`src/rtl/reg_swap_engine.sv`:
```
// Command-driven exchange unit for four WIDTH-bit registers (write / swap over valid-ready).
// Define SWAP_TEMPLESS_EN for a single-cycle swap; the default is a three-step swap through temp.
module reg_swap_engine #(
   parameter int WIDTH = 4
) (
   input  logic                 clk,
   input  logic                 rst_n,
   input  logic                 cmd_valid,
   output logic                 cmd_ready,
   input  logic                 cmd_op,
   input  logic [1:0]           cmd_idx_a,
   input  logic [1:0]           cmd_idx_b,
   input  logic [WIDTH-1:0]     cmd_wdata,
   output logic [4*WIDTH-1:0]   regs_flat,
   output logic                 busy,
   output logic                 done
);

   localparam logic [1:0] IDLE = 2'd0;
   localparam logic [1:0] MOV  = 2'd1;
   localparam logic [1:0] RST  = 2'd2;

   logic [WIDTH-1:0] regs_q [4];
   logic [WIDTH-1:0] regs_d [4];
   logic [WIDTH-1:0] temp_q, temp_d;
   logic [1:0]       state_q, state_d;
   logic [1:0]       idx_a_q, idx_a_d;
   logic [1:0]       idx_b_q, idx_b_d;
   logic             busy_q, busy_d;
   logic             done_q, done_d;
   logic             accept_s;

   assign cmd_ready = (state_q == IDLE);
   assign accept_s  = cmd_valid && cmd_ready;
   assign busy      = busy_q;
   assign done      = done_q;

   // Next-state logic; the TMP step is folded into the accept edge.
   always_comb begin
      regs_d  = regs_q;
      temp_d  = temp_q;
      state_d = state_q;
      idx_a_d = idx_a_q;
      idx_b_d = idx_b_q;
      busy_d  = busy_q;
      done_d  = 1'b0;
      case (state_q)
         IDLE: begin
            if (accept_s) begin
               if (cmd_op == 1'b0) begin
                  regs_d[cmd_idx_a] = cmd_wdata;
                  done_d            = 1'b1;
               end else begin
`ifdef SWAP_TEMPLESS_EN
                  regs_d[cmd_idx_a] = regs_q[cmd_idx_b];
                  regs_d[cmd_idx_b] = regs_q[cmd_idx_a];
                  done_d            = 1'b1;
`else
                  idx_a_d = cmd_idx_a;
                  idx_b_d = cmd_idx_b;
                  temp_d  = regs_q[cmd_idx_a];
                  state_d = MOV;
                  busy_d  = 1'b1;
`endif
               end
            end else begin
               state_d = IDLE;
            end
         end
         MOV: begin
            regs_d[idx_a_q] = regs_q[idx_b_q];
            state_d         = RST;
         end
         RST: begin
            regs_d[idx_b_q] = temp_q;
            done_d          = 1'b1;
            busy_d          = 1'b0;
            state_d         = IDLE;
         end
         default: begin
            state_d = IDLE;
            busy_d  = 1'b0;
         end
      endcase
   end

   // State registers with synchronous active-low reset; reset drops any partial swap.
   always_ff @(posedge clk) begin
      if (!rst_n) begin
         for (int i = 0; i < 4; i++) begin
            regs_q[i] <= WIDTH'(i + 1);
         end
         temp_q  <= '0;
         state_q <= IDLE;
         idx_a_q <= 2'd0;
         idx_b_q <= 2'd0;
         busy_q  <= 1'b0;
         done_q  <= 1'b0;
      end else begin
         for (int i = 0; i < 4; i++) begin
            regs_q[i] <= regs_d[i];
         end
         temp_q  <= temp_d;
         state_q <= state_d;
         idx_a_q <= idx_a_d;
         idx_b_q <= idx_b_d;
         busy_q  <= busy_d;
         done_q  <= done_d;
      end
   end

   // Flatten the register file onto the output bus.
   always_comb begin
      regs_flat = '0;
      for (int i = 0; i < 4; i++) begin
         regs_flat[i*WIDTH +: WIDTH] = regs_q[i];
      end
   end

endmodule

```
`config.mk`:
```
export PLATFORM = sky130hd
export DESIGN_NAME = reg_swap_engine
export DESIGN_NICKNAME = d
export VERILOG_FILES = /design/src/rtl/reg_swap_engine.sv
export SDC_FILE = /design/constraint.sdc
export NUM_CORES = 1
export LEC_CHECK = 0
export CORE_MARGIN = 2
export CORE_UTILIZATION = 55
export DETAILED_ROUTE_END_ITERATION = 8
export MAX_ROUTING_LAYER = met4
export PLACE_DENSITY = 0.83
export SYNTH_ARGS = -nofsm -noshare
export SYNTH_HDL_FRONTEND = slang
export SYNTH_SLANG_ARGS = --single-unit
```
`constraint.sdc`:
```
create_clock -name clk -period 2.5 [get_ports clk]
set_input_delay 0.5 -clock clk [delete_from_list [all_inputs] [get_ports clk]]
set_output_delay 0.5 -clock clk [all_outputs]
set_load 0.03 [all_outputs]
```
Word-level counts from Yosys, hierarchy flattened
Cells that the tools add are included.

cells by class
  reductions and logical operators = 9
  equality and inequality tests = 6
  bitwise logic cells = 4
  order comparisons = 6
  muxes and demuxes = 27

operator list
  operator            count
  $bwmux 16           3
  $pmux 16 s3         1
  $mux 16             2
  $mux 4              7
  $demux 4 s2         3
  $bmux 4 s2          2
  $ge 3x3->1 const B  3
  $lt 3x1->1 const B  3
  $not 2->3           3
  $reduce_and 3->1    3
  $logic_and 1x1->1   4
  $mux 1              4
  $mux 2              2
  $ne 2x1->1 const B  2
  $pmux 1 s2          2
  $pmux 2 s2          1
  $ne 3x3->1 const B  1
  $reduce_bool 3->1   1
  $eq 2x1->1 const B  1
  $eq 2x2->1 const B  1
  $logic_not 2->1     1
  $ne 2x2->1 const B  1
  $not 1->1           1

word-level totals
  input port bits = 12
  register bits after elaboration = 28
  output and inout bits = 19

Longest topological paths before layout
Gate-level depths: netlist of run 1.

  word-level depth = 9
  depth in mapped cells = 7
  depth with buffers taken out = 6

Worst setup path before layout of run 1
No wires, ideal clock.

  path kind = flip-flop to flip-flop
  start point = register state_q[0]
  end point = register (tool-made name)
  cell stages (with the launch flop) = 7
  path buffers = 0
  arrival = 1,687 ps
  slack = 695 ps
  library setup time = 117 ps
  cell sequence = dfxtp_1 > inv_1 > ha_1 > inv_1 > o221ai_1 > nor2_1 > a32o_1

RTL lines
  what                    RTL line  source
  start, declared         26        logic [1:0] state_q, state_d;
  start signal, assigned  104       state_q <= state_d;

Final worst setup path of run 1
  start point = register state_q[0]
  end point = output port cmd_ready

between the ends
  cells in the longest elaborated chain, start to end = 1

RTL lines
  what             RTL line  source
  $logic_not 2->1  33        assign cmd_ready = (state_q == IDLE);
  end, declared    9         output logic cmd_ready,

Every way passes these cells.

==> results of run 1 <==
-- cell usage in the layout (no fill, tap or decap), types with 7 or more instances in the layout --
cell type / instances
mux2i_1: 21
a21oi_1: 11
nand3_1: 13
o21ai_0: 12
mux4_2: 7
o22ai_1: 7
mux2_1: 7
dfxtp_1: 28
a221oi_1: 9
nor2_1: 11
clkdlybuf4s50_1: 30
buf_4: 8
inv_1: 14
nand2_1: 20
-- metal layers --
metal	vias up	wire length, um	share of wire [%]
li1	995	-	-
met5	-	0	0
met4	0	101	1.6
met1	987	2817	45
met2	127	2767	44
met3	10	620	9.8
-- Yosys cell counts (2+ instances only) --
library cell,instances,share of area (%)
a31o_2,2,0.83
dfxtp_1,28,26
nand3_1,13,3.1
a211oi_1,2,0.71
a221oi_1,9,3.7
a31oi_1,2,0.59
a32oi_1,2,0.83
mux2i_1,21,9.9
nand3b_1,2,0.71
o31ai_1,6,2.1
nand2b_1,6,1.8
buf_2,9,2.1
o22a_1,6,2.5
nor2_1,11,1.9
ha_1,4,2.4
a21oi_1,11,2.6
nor2b_1,3,0.89
nand2_1,20,3.5
o2111ai_1,2,0.83
o221ai_1,3,1.2
inv_1,14,2.5
o211ai_1,4,1.4
a221o_1,2,0.94
clkbuf_1,7,1.2
mux4_2,7,7.4
o21ai_0,12,2.8
a32o_1,4,1.9
o21ai_1,2,0.47
mux2_1,7,3.7
o22ai_1,7,2.1
-- path summary, 6_finish.rpt --
kind	to	slack [ns]
worst max-delay path	cmd_ready	0.20
worst min-delay path	state_q[1]	0.52
worst max register to register	flip-flop	0.28
worst min register to register	state_q[1]	0.52
-- metrics by stage --
stage               std cells  cell area [um2]  setup WS (ns)  power (mW)  hold WS (ns)
floorplan                 242             2121         0.6954      0.7510        0.4648
global placement          311             2459         0.2435      0.8728        0.4842
detailed placement        311             2459         0.2317      0.8751        0.4955
CTS                       315             2530         0.2153       1.242        0.5121
global route              315             2530        0.06512       1.297        0.5350
finish                    315             2530         0.2030       1.244        0.5175
-- worst max-delay path, stage by stage (launching register included) --
cell             delay (ns)
dfxtp_1                0.36
inv_1                  0.09
ha_1                   0.33
clkdlybuf4s50_1        0.74
-- logic make-up (layout without fill, tap and decap cells) --
group	count (synthesis)	in the layout	share of synthesized area [%]
AOI/OAI and AO/OA	81	81	28.02
DFF	28	28	26.43
muxes	37	37	22.83
adders and majority gates	4	4	2.360
and+or+nand+nor	61	61	13.98
buffers and inverters	31	56	6.372
-- power groups by stage --
| stage | Sequential (mW) | Combinational [mW] | Clock [mW] |
|---|---|---|---|
| after floorplan | 0.550 | 0.201 | 0 |
| after global placement | 0.532 | 0.341 | 0 |
| after detailed placement | 0.533 | 0.342 | 0 |
| after CTS | 0.523 | 0.344 | 0.375 |
| after global routing | 0.530 | 0.371 | 0.395 |
| final | 0.526 | 0.348 | 0.371 |
-- area by class of cell --
class | instances | area, um2 | share of cell area (%)
multi-input combinational | 183 | 1425 | 56.33
sequential | 28 | 560.5 | 22.16
timing repair buffer | 38 | 360.3 | 14.24
tap | 48 | 60.06 | 2.374
inverter | 14 | 52.55 | 2.077
clock buffer | 3 | 41.29 | 1.632
clock inverter | 1 | 30.03 | 1.187
==> metrics.cfg, run 1 <==
[run_status]
status=finished clean

[power_and_ir_drop]
p_leak_nw=0.9127
ir_worst_vdd_v=0.0003278
power_frac_clock_pct=29.8
internal-power_uw=844.8
p_switching_uw=399.2
pwr-share-comb_pct=28.0
swShare_pct=32.09
power.density_nw_per_um2=491.7
seq_power_share_pct=42.3

[sta]
post-route-period-util_pct=91.88
worst_pin_slew_ns=0.8052
fmax_mhz=435.3
setup-tns-final_ns=0
finalSetupViolCount=0
period_minus_slack_ns=2.297
skew_ns=0.009529
rsz0062_at_grt=false
max_slew_margin_pct=46.32
drv_slew=0
hold_violations=0

[clocking]
htreeDepth=1
cts_resized=0
clk_path_buf_depth=2
postCtsSetupBuffers=0
cts_inserted_buffers=3
clk_pin_slew_ns=0.11
clkLatencyLatePin_ns=0.28
cts_hold_buf=0
cts_tree=yes
root_buffer=clkbuf_8
cts.sinks=28

[floorplan]
die_w_um=66.10
dieArea_um2=4369
start_util_pct=57.50
ios=31
core_um2=3689
core.rowCount=22
die_h_um=66.10

[synth]
netlist_area_um2=2121
ys.warnings.count=0
synth_edf_count=0
synth_cell_type_count=44
ys_async_sr_fraction_pct=0
synth_fp_nets=258
synth_flop_cell=dfxtp_1
yosysSeqAreaShare_pct=26.43
synth.ff_latch_count=28
syn_avg_cell_area_um2=8.764
netlist_instances=242

[routing]
totalWireLength_um=6307
ant_nets=0
via_per_inst=6.727
via_count=2119
drc=0
first_pass_iters=5
wl_per_cell_um=20.02
drtIter0Drc=237

[critical_path]
ff2ff_path_depth=6
cp.required_ns=2.00
crit_start=state_q[0]
path_class=reg -> out
r2r_start=state_q[0]
cp_max_fo=9
cp-start-kind=flip-flop
crit_path_end_kind=output pin
critPathArrivalTime_ns=1.80

[place]
place_congestion=1.010
hpwl_um=4708
numPortBuffers=30

[finish]
fillCellCount=314
area_growth_pct=19.29
antenna_cells=0
nets=284
drive_above_1_share_pct=9.738
fin_util_pct=68.59

[global_route]
top_usage_layer=met1
use_met2_pct=43.63
grt_util_all_layers_pct=30.68
grt_start_max_net_pins=17
overflow=0
grt_pass1_wl_um=9880
antenna_found_initial=0
grt_pass1_vias=1853
met3_usage_pct=3.407
gr-usage-met1_pct=45.62

[hold_path]
hold_depth=2
hp-start=state_q[1]
hold_path_class=reg -> reg

[run]
maxCapViolCount=0

No activity file was read; power rests on OpenSTA's default activity.
==> run 2, diff against run 1 <==
Settings changed: CORE_UTILIZATION 55 to 49, PLACE_DENSITY 0.83 to 0.78.
Clock period 2.5 ns to 2 ns, I/O delays scaled along.
==> metrics.cfg, run 2 (synthesis results as in run 1) <==
[run_status]
status=finished clean

[clocking]
cts_tree=yes
cts.sinks=28  ; unchanged
clk_path_buf_depth=2  ; unchanged
htreeDepth=1  ; unchanged
postCtsSetupBuffers=0  ; unchanged
cts_inserted_buffers=3  ; unchanged
cts_resized=1  ; +1
clkLatencyLatePin_ns=0.29  ; about the same
cts_hold_buf=0  ; unchanged
clk_pin_slew_ns=0.11  ; about the same
root_buffer=clkbuf_8

[critical_path]
path_class=reg -> out
critPathBufInv=1  ; -1
critPathArrivalTime_ns=1.55  ; -0.25 ns
path_cells=clkdlybuf4s50_1
slowest_delay_ns=0.74  ; about the same
critPathSlowestCell=clkdlybuf4s50_1
cp_max_fo=7  ; -2
cp-start-kind=flip-flop
cp_top_family=buffers and inverters
cp.required_ns=1.60  ; -0.40 ns
crit_path_end_kind=output pin

[global_route]
grt_pass1_vias=2090  ; +13%
antenna_found_initial=0  ; unchanged
overflow=0  ; unchanged
grt_start_max_net_pins=17  ; unchanged
grt_pass1_wl_um=10560  ; +6.9%
grt_util_all_layers_pct=27.81  ; -2.9 points

[run]
maxCapViolCount=0  ; unchanged

[finish]
area_growth_pct=24.72
final_cell_mix=clkdlybuf4s50_1, dfxtp_1, buf_4
antenna_cells=0  ; unchanged
drive_above_1_share_pct=14.89  ; +5.2 points
post-route-cell-area_um2=2645  ; +4.5%
nets=299  ; +5.3%
final_common_cell=clkdlybuf4s50_1

[sta]
period_minus_slack_ns=1.951
max_slew_margin_pct=66.05  ; +20 points
finalSetupViolCount=0  ; unchanged
hold_violations=0  ; unchanged
drv_slew=0  ; unchanged
fmax_mhz=512.5
post-route-period-util_pct=97.56
worst_pin_slew_ns=0.5082  ; -0.2970 ns
rsz0062_at_grt=false
skew_ns=0.01165  ; +0.002116 ns

[power_and_ir_drop]
p_switching_uw=510.0  ; +28%
ir_worst_vdd_v=0.0004603  ; +40%
power.density_nw_per_um2=600.4  ; +22%
internal-power_mw=1.078  ; +28%
p_total_mw=1.588  ; +28%
swShare_pct=32.12  ; about the same
seq_power_share_pct=41.0  ; -1.3 points
power_frac_clock_pct=29.3  ; -0.5 points
p_leak_nw=0.9852  ; +7.9%
pwr-share-comb_pct=29.6  ; +1.6 points

[routing]
wl_met2_um=2950  ; +6.6%
wl_per_cell_um=19.61  ; -2.1%
first_pass_iters=5  ; unchanged
drc=0  ; unchanged
drtIter0Drc=217  ; -8.4%
top_layer_used=met4
route.met3.wl_um=600  ; -3.2%
ant_nets=0  ; unchanged
wl_met1_um=2788  ; -1.0%
totalWireLength_um=6509  ; +3.2%
via_per_inst=6.660  ; -1.0%
via_count=2211  ; +4.3%

[floorplan]
ios=31  ; unchanged
start_util_pct=51.90  ; -5.6 points
core_um2=4086  ; +11%
die_w_um=69.79  ; +5.6%
die_h_um=69.79  ; +5.6%
dieArea_um2=4871  ; +11%
core.rowCount=23  ; +4.5%

[hold_path]
hold_path_class=reg -> reg

[place]
hpwl_um=5020  ; +6.6%
placed_area_um2=2574  ; +4.7%
numPortBuffers=30  ; unchanged
place_congestion=0.9438  ; -6.5%

==> run 2: routing by layer <==
metal / up-vias / global-route usage [%]
li1: 1022 / -
met1: 1039 / 37.79
met2: 135 / 42.86
met3: 15 / 3.779
met4: 0 / 9.188
met5: - / -
==> run 2: through the flow <==
step                      setup TNS, ns  setup slack (ns)  hold slack [ns]  cells  util, %
final                                 0           0.04884           0.5300    332    64.73
after global routing                  0           0.01002           0.5470    332    64.73
after CTS                             0           0.05439           0.5256    332    64.70
after detailed placement       -0.05702          -0.01346           0.5122    328    62.98
after global placement         -0.01881          -0.01881           0.4848    328    62.98
after floorplan                       0            0.1954           0.4648    242        -
==> run 2: final timing paths <==
kind              start       endpoint  slack (ns)  cells after the start
max           flip-flop  regs_flat[12]        0.05                      1
min          state_q[1]     state_q[1]        0.53                      2
max reg2reg  state_q[0]      flip-flop        0.14                      7
min reg2reg  state_q[1]     state_q[1]        0.53                      2
==> run 2: area by class of cell <==
cell class	instances	area [um2]
inverters	14	52.55
flip-flops and latches	28	561.8
well taps	50	62.56
repair buffers	53	471.7
multi-input cells	183	1425
clock inverters	1	30.03
clock buffers	3	41.29
fillers	366	1441
==> run 2: power by group through the flow <==
| stage | Combinational, mW | Sequential [mW] | Clock (mW) |
|---|---|---|---|
| 2_1_floorplan | 0.252 | 0.687 | 0 |
| 4_1_cts | 0.463 | 0.648 | 0.473 |
| 5_1_grt | 0.504 | 0.657 | 0.485 |
| 6_report | 0.471 | 0.652 | 0.466 |
| 3_3_place_gp | 0.457 | 0.660 | 0 |
| 3_5_place_dp | 0.463 | 0.661 | 0 |
==> run 3, diff against run 2 <==
Settings changed: CAP_MARGIN from default to 15, CORE_MARGIN 2 to 8.
==> metrics.cfg, run 3 (synthesis results as in run 1) <==
[clocking]
clkLatencyLatePin_ns=0.28  ; about the same
cts_inserted_buffers=3  ; unchanged
cts_hold_buf=0  ; unchanged
clk_pin_slew_ns=0.10  ; about the same
htreeDepth=1  ; unchanged
cts.sinks=28  ; unchanged
cts_tree=yes
clk_path_buf_depth=2  ; unchanged
root_buffer=clkbuf_8

[floorplan]
dieArea_um2=6690  ; +37%
die_w_um=81.79  ; +17%
die_h_um=81.79  ; +17%
start_util_pct=49.74  ; -2.2 points
ios=31  ; unchanged
core_um2=4264  ; +4.3%
core.rowCount=24  ; +4.3%

[routing]
ant_nets=0  ; unchanged
via_count=2276  ; +2.9%
wl_per_cell_um=20.58  ; +5.0%
first_pass_iters=5  ; unchanged
drc=0  ; unchanged
via_per_inst=6.774  ; +1.7%
drtIter0Drc=391  ; +80%
totalWireLength_um=6914  ; +6.2%

[global_route]
grt_pass1_vias=2091  ; +0.048%
grt_pass1_wl_um=11050  ; +4.7%
grt_start_max_net_pins=16  ; -1
antenna_found_initial=0  ; unchanged
grt_util_all_layers_pct=21.77  ; -6.0 points
overflow=0  ; unchanged

[critical_path]
cp-start-kind=flip-flop
path_class=reg -> out
cp.required_ns=1.60  ; about the same
crit_path_end_kind=output pin
cp_top_family=buffers and inverters
slowest_delay_ns=0.73  ; about the same
r2r_start=state_q[1]
critPathSlowestCell=clkdlybuf4s50_1
path_cells=clkdlybuf4s50_1
cp_max_fo=7  ; unchanged
critPathArrivalTime_ns=1.52  ; -0.03 ns
critPathBufInv=1  ; unchanged
r2r_slack_ns=0.14  ; about the same
ff2ff_path_depth=6  ; -1

[finish]
final_common_cell=clkdlybuf4s50_1
drive_above_1_share_pct=16.20  ; +1.3 points
antenna_cells=0  ; unchanged
nets=301  ; +0.67%
post-route-cell-area_um2=2651  ; +0.24%
fillCellCount=389  ; +6.3%
fin_cells=336  ; +1.2%
area_growth_pct=25.01
final_cell_mix=clkdlybuf4s50_1, dfxtp_1, buf_4

[sta]
finalSetupViolCount=0  ; unchanged
max_slew_margin_pct=64.20  ; -1.8 points
skew_ns=0.003823  ; -0.007823 ns
hold_violations=0  ; unchanged
post-route-period-util_pct=96.00  ; -1.6 points
setup-tns-final_ns=0  ; unchanged
rsz0062_at_grt=false
worst_pin_slew_ns=0.5314  ; +0.02316 ns
drv_slew=0  ; unchanged
period_minus_slack_ns=1.920  ; -0.03112 ns
fmax_mhz=520.8  ; +1.6%

[place]
dp.cells=332  ; +1.2%
placed_area_um2=2591  ; +0.68%
numPortBuffers=30  ; unchanged
hpwl_um=5273  ; +5.0%
place_congestion=1.026  ; +8.7%

[hold_path]
hold_path_class=reg -> reg
hp-start=state_q[1]
hold_depth=2  ; unchanged
hold_path_end=state_q[1]

[power_and_ir_drop]
p_total_mw=1.499  ; -5.6%
power.density_nw_per_um2=565.2  ; -5.9%
p_leak_nw=0.9891  ; +0.40%
ir_worst_vdd_v=0.0003637  ; -21%

[run]
maxCapViolCount=0  ; unchanged

[run_status]
status=finished clean

-- run 3: power breakdown --
| group | internal (mW) | switching (mW) | leakage [nW] |
|---|---|---|---|
| Clock | 0.177 | 0.191 | 0.0288 |
| Combinational | 0.220 | 0.252 | 0.731 |
| Sequential | 0.592 | 0.0674 | 0.230 |
| Total | 0.988 | 0.510 | 0.989 |
-- run 3: through the flow --
step | utilization [%] | hold slack, ns | setup WS, ns
floorplan | - | 0.4648 | 0.1954
global placement | 60.77 | 0.4830 | 0.04314
detailed placement | 60.77 | 0.4900 | 0.02121
CTS | 62.03 | 0.5054 | 0.03800
global route | 62.18 | 0.5429 | 0.002280
finish | 62.18 | 0.5013 | 0.07997
-- run 3: worst max path at each step --
stage                          start           end  slack [ns]  cells after the start
after floorplan           state_q[0]     flip-flop        0.20                      6
after global placement        cmd_op     flip-flop        0.04                      5
after detailed placement      cmd_op     flip-flop        0.02                      5
after CTS                 idx_b_q[1]     flip-flop        0.04                      5
after global routing      state_q[1]     flip-flop       0.002                      6
final                      flip-flop  regs_flat[6]        0.08                      1
-- run 3: per-layer routing --
layer	share of wire [%]	track usage, %	vias up
met5	0	-	-
met4	2.5	6.316	0
met3	8.3	3.611	24
met2	47	34.25	143
met1	42	28.00	1078
li1	-	-	1031
-- run 3: cell type report --
cell class                 instances  area, um2  area share, %
inverter                          14      52.55          1.982
multi-input combinational        183       1426          53.80
clock buffer                       4      55.05          2.076
tap                               52      65.06          2.454
sequential                        28      564.3          21.28
timing repair buffer              55      488.0          18.40
-- run 3: what timing repair did --
action,CTS,global route
setup buffers,0,0
resized for setup,1,6
endpoints found under the setup margin,1,9
gates cloned,0,0
-- run 3: worst reg2reg max path: stages (launching register included) --
cell and delay [ns]:
dfxtp_1 0.39, inv_1 0.08, ha_1 0.31, buf_4 0.19, o21ai_0 0.46, nor2_1 0.11
a32o_1 0.22
